### config.mk
export PLATFORM = sky130hd
export DESIGN_NAME = mem_sum_master
export DESIGN_NICKNAME = d
export VERILOG_FILES = /design/src/rtl/mem_sum_master.sv
export SDC_FILE = /design/constraint.sdc
export NUM_CORES = 1
export LEC_CHECK = 0
export BUFFER_PORTS_ARGS = -buffer_cell sky130_fd_sc_hd__clkbuf_2
export CAP_MARGIN = 20
export CORE_ASPECT_RATIO = 1.5
export CORE_UTILIZATION = 45
export CTS_CLUSTER_DIAMETER = 150
export DETAILED_ROUTE_END_ITERATION = 16
export HOLD_SLACK_MARGIN = 0.06
export PLACE_DENSITY = 0.78
export SETUP_SLACK_MARGIN = 0.3
export SYNTH_ARGS = -nofsm -noshare
export SYNTH_HDL_FRONTEND = slang
export SYNTH_SLANG_ARGS = --single-unit
### constraint.sdc
create_clock -name clk -period 3.5 [get_ports clk]
set_input_delay 0.525 -clock clk [delete_from_list [all_inputs] [get_ports clk]]
set_output_delay 0.525 -clock clk [all_outputs]
set_load 0.03 [all_outputs]
### src/rtl/mem_sum_master.sv
// mem_sum_master: reads count words from base, sums them, writes the sum to dest.
// Define MEM_SUM_SATURATE_EN to saturate the accumulator instead of wrapping.
module mem_sum_master #(
    parameter int ADDR_W = 10,
    parameter int DATA_W = 16
) (
    input  logic              clk,
    input  logic              rst,
    input  logic              start,
    input  logic [ADDR_W-1:0] base_addr,
    input  logic [ADDR_W-1:0] count,
    input  logic [ADDR_W-1:0] dest_addr,
    output logic [ADDR_W-1:0] mem_address,
    output logic              mem_write_en,
    output logic [DATA_W-1:0] mem_wdata,
    input  logic [DATA_W-1:0] mem_rdata,
    output logic              busy,
    output logic              done,
    output logic [DATA_W-1:0] result
);
    typedef enum logic [1:0] {IDLE, READ, WRITE, DONE} state_t;
    localparam logic [ADDR_W-1:0] ONE = 1;
    state_t state, state_n;
    logic [ADDR_W-1:0] remaining, remaining_n, dest, dest_n, mem_address_n;
    logic [DATA_W-1:0] acc, acc_n, sum, mem_wdata_n, result_n;
    logic [DATA_W:0] raw;
    logic mem_write_en_n, busy_n, done_n;
    assign raw = {1'b0, acc} + {1'b0, mem_rdata};
`ifdef MEM_SUM_SATURATE_EN
    assign sum = raw[DATA_W] ? '1 : raw[DATA_W-1:0];
`else
    assign sum = raw[DATA_W-1:0];
`endif
    always_comb begin
        state_n = state;
        remaining_n = remaining;
        dest_n = dest;
        acc_n = acc;
        mem_address_n = mem_address;
        mem_write_en_n = 1'b0;
        mem_wdata_n = '0;
        busy_n = busy;
        done_n = 1'b0;
        result_n = result;
        case (state)
            IDLE: if (start) begin
                dest_n = dest_addr;
                remaining_n = count;
                acc_n = '0;
                mem_address_n = base_addr;
                busy_n = 1'b1;
                state_n = (count == '0) ? WRITE : READ;
            end
            READ: begin
                acc_n = sum;
                mem_address_n = mem_address + ONE;
                remaining_n = remaining - ONE;
                state_n = (remaining == ONE) ? WRITE : READ;
            end
            // First WRITE cycle presents the strobe; the second retires it.
            WRITE: if (!mem_write_en) begin
                mem_address_n = dest;
                mem_wdata_n = acc;
                mem_write_en_n = 1'b1;
            end else begin
                result_n = acc;
                done_n = 1'b1;
                busy_n = 1'b0;
                state_n = DONE;
            end
            default: state_n = IDLE;
        endcase
    end
    always_ff @(posedge clk) begin
        if (rst) begin
            state <= IDLE;
            remaining <= '0;
            dest <= '0;
            acc <= '0;
            mem_address <= '0;
            mem_write_en <= 1'b0;
            mem_wdata <= '0;
            busy <= 1'b0;
            done <= 1'b0;
            result <= '0;
        end else begin
            state <= state_n;
            remaining <= remaining_n;
            dest <= dest_n;
            acc <= acc_n;
            mem_address <= mem_address_n;
            mem_write_en <= mem_write_en_n;
            mem_wdata <= mem_wdata_n;
            busy <= busy_n;
            done <= done_n;
            result <= result_n;
        end
    end
endmodule

==> impl_results.md <==
* Status: complete, no violations
* Die Ht at 120 µm
* Max-cap check violation count at 0
* Min Tclk post-route at 2510 ps
* Post-synth EDFFs at 0
* Total global-route track usage at 0.238
* Power per cell area at 516 nW/µm²
* Part of the cycle the worst path needs at 0.717
* Ys flop type: dfxtp_1
* Initial antenna violation count at 0
* Mapped Nets at around 600
* Gpl congestion at approximately 0.9
* Synth-to-Final Area Change at 20.7%
* Dpl hpwl at 7790 µm
* CP Class: reg -> reg
* CP endpoint kind: register
* Clk buf depth at 2
* Post-Route WL at 10,800 µm
* Switching share of power at 0.288
* F_max at approximately 400 MHz
* Leakage at roughly 2.2 nW
* Final routed DRC violation total at 0
* Hold Path Class: in -> reg
* I/O pins at 94
* Post_cts resized at 0
* CP max-delay cell: a21oi_1
* Final Hold Viols at 0
* Mapped cell area at 4150 µm²
* CTS tree: done
* Final worst slack at 989 ps
* Worst EP required at 3720 ps
* Nets at 678
* Most frequent cells in the layout: nand2_1, clkbuf_2, dfxtp_1
* Slew Limit Fails at 0
* Mapped Cells at approximately 520
* Layout fillers at 814
* Design Area, Final at 5010 µm²
* FF-to-FF setup slack at around 1000 ps
* Core Box Area at 8880 µm²
* Die W at 80.4 µm
* Arrival time at the worst endpoint at about 2700 ps
* P_sw at between 0.0007 and 0.0008 W
* Initial Util at 0.467
* First-pass GRT wire length at 17,700 µm
* P_int at 0.00184 W
* Hold endpoint: dest[5]
* CTS Buf Count at 9
* Crit-path max FO at 13
* Setup TNS at 0 ps
* Register area share after synthesis at 0.400
* Clock Pin Slew Worst Setup and Hold Paths at 60 ps
* Clock network power share at 0.396
* Peak VDD IR at slightly below 0.3 mV
* Final setup viols at 0
* DP Cell Count at around 700
* Distinct cell type count after synthesis at 50
* Critical Path, Cell by Cell: inv_1 -> ha_1 -> and2_1 -> a21oi_1 -> buf_4 -> a21oi_1 -> o22ai_1 -> nor2_1
* Iter 0 DRT Violations at 204
* Launch point of the worst hold path: dest_addr[5]
* Port buffer count at 93
* Layout cells sized above 1 at 0.193
* Drt pass-1 iters at 5
* Vias in the first global route at roughly 3.8k
* Max incr delay on CP at 680 ps
* ANT cells at 0
* Synthesized area per cell at 7.95 µm²
* Clock Tree Root: clkbuf_16
* Most frequent CP cell: a21oi_1
* H-tree Lvls at 3
* R2R Path End: remaining[6]
* Vias at 3,968
* Drt via density at between 5 and 6
* Sequential share of power at 0.411
* Die area at 9620 µm²
* Ys async rst share at 0
* Clock Skew at between 8 and 9 ps
* Worst Hold Depth at 3
* RSZ-0062 raised after global routing: no
* Worst-Margin Slew at 777 ps
* Max-slew headroom at 0.482
* Yosys reg bits at 83
* Grt total ovfl at 0
* Post-DRT Antenna Nets at 0
* Reg2reg start: state[0]
* Startpoint Class: register
* Clk_lat worst skew at 340 ps
* Pre-CTS setup slack at 918 ps
* Clk sinks at 83
* Area after DPL at 4690 µm²
* Combinational Power Share at 0.193
* Num rows at 42
* Pin count of the biggest net entering global routing at 34
* Yosys warns at 0
* Non-Filler Instances at 720
* R2r worst-path depth at 8
* DR WL/cell at 15.0 µm
* Overall power at around 0.0026 W
* Setup Fix Bufs, Post-CTS at 0
* Hold Buf Count CTS at 0
-- how the worst max path moves through the flow --
stage | cells after the start | from | end | slack [ps]
after CTS | 8 | state[0] | remaining[6] | 1010
after detailed placement | 11 | mem_rdata[0] | acc[12] | 920
final | 8 | state[0] | remaining[6] | 990
after global placement | 11 | mem_rdata[0] | acc[12] | 970
after floorplan | 10 | mem_rdata[0] | acc[12] | 1220
after global routing | 7 | state[1] | acc[12] | 840
-- cells by family (layout without fill, tap and decap cells) --
logic type | Yosys count | count (layout) | share of synthesized area
AOI/OAI and AO/OA | 154 | 154 | 0.231
xor gates and xnor gates | 18 | 18 | 0.0380
DFF | 83 | 83 | 0.400
and+or+nand+nor | 202 | 202 | 0.217
buffers and inverters | 40 | 128 | 0.0371
muxes | 1 | 1 | 0.00241
adders and majority gates | 24 | 24 | 0.0741
-- cell usage after synthesis (2+ instances only) --
| cell type | instances | share of area |
|---|---|---|
| a21oi_1 | 65 | 0.078 |
| o21ai_2 | 2 | 0.0042 |
| o21ai_1 | 10 | 0.012 |
| a22oi_1 | 11 | 0.020 |
| o211ai_1 | 8 | 0.014 |
| dfxtp_1 | 83 | 0.40 |
| or2_1 | 2 | 0.0030 |
| and2_1 | 19 | 0.029 |
| nand2_1 | 93 | 0.084 |
| and3_1 | 4 | 0.0060 |
| nand2b_1 | 5 | 0.0075 |
| nor3_1 | 7 | 0.0084 |
| o21a_1 | 2 | 0.0036 |
| a31oi_1 | 5 | 0.0075 |
| o22ai_1 | 6 | 0.0090 |
| a211oi_1 | 9 | 0.016 |
| a21o_1 | 5 | 0.0090 |
| inv_1 | 14 | 0.013 |
| nor3b_1 | 2 | 0.0036 |
| xor2_1 | 6 | 0.013 |
| ha_1 | 23 | 0.069 |
| a22o_1 | 3 | 0.0063 |
| o31ai_1 | 3 | 0.0054 |
| or4_1 | 2 | 0.0036 |
| clkbuf_1 | 20 | 0.018 |
| buf_1 | 3 | 0.0027 |
| nor2b_1 | 2 | 0.0030 |
| nor2_1 | 45 | 0.041 |
| buf_2 | 3 | 0.0036 |
| xnor2_1 | 12 | 0.025 |
| nand3_1 | 15 | 0.018 |
| o21ai_0 | 14 | 0.017 |
| a2111o_1 | 2 | 0.0054 |
-- flip-flops by register name, summed over array words and instances (netlist names) --
register and flops:
acc 16, done 1, mem_wdata 16, state 2
dest 10, result 16, mem_address 10, remaining 10
mem_write_en 1, busy 1
-- power by group through the flow --
stage	combinational [W]	sequential, W	clock (W)
detailed placement	0.000494	0.00108	0
floorplan	0.000346	0.00109	0
finish	0.000498	0.00106	0.00102
global placement	0.000480	0.00108	0
global route	0.000555	0.00107	0.00107
CTS	0.000498	0.00106	0.00104
-- layout make-up --
class	instances	area, µm²	area share
multi-input combinational	399	2340	0.466
sequential	83	1660	0.332
timing repair buffer	98	503	0.100
clock buffer	12	246	0.0492
tap	110	138	0.0275
clock inverter	4	73.8	0.0147
inverter	14	52.6	0.0105
-- metal layers --
metal / wire, µm / GRT usage / vias up / share of wire
li1: - / - / 1996 / -
met1: 4230 / 0.262 / 1836 / 0.39
met2: 5850 / 0.442 / 121 / 0.54
met3: 569 / 0.0426 / 15 / 0.053
met4: 187 / 0.0848 / 0 / 0.017
met5: 0 / 0 / - / 0
-- critical path: cells and delay by family (launching register included) --
family	cells	cell delay, ps
AOI/OAI and AO/OA	3	910
adders and majority gates	1	280
buffers and inverters	2	390
DFF	1	410
and+or+nand+nor	2	390
-- per-stage QoR --
stage | util | hold WS (ps)
3_3_place_gp | 0.528 | 443
4_1_cts | 0.564 | 395
3_5_place_dp | 0.528 | 446
2_1_floorplan | - | 437
6_report | 0.564 | 397
5_1_grt | 0.564 | 413
Note: power is estimated with default switching activity, not from simulation.
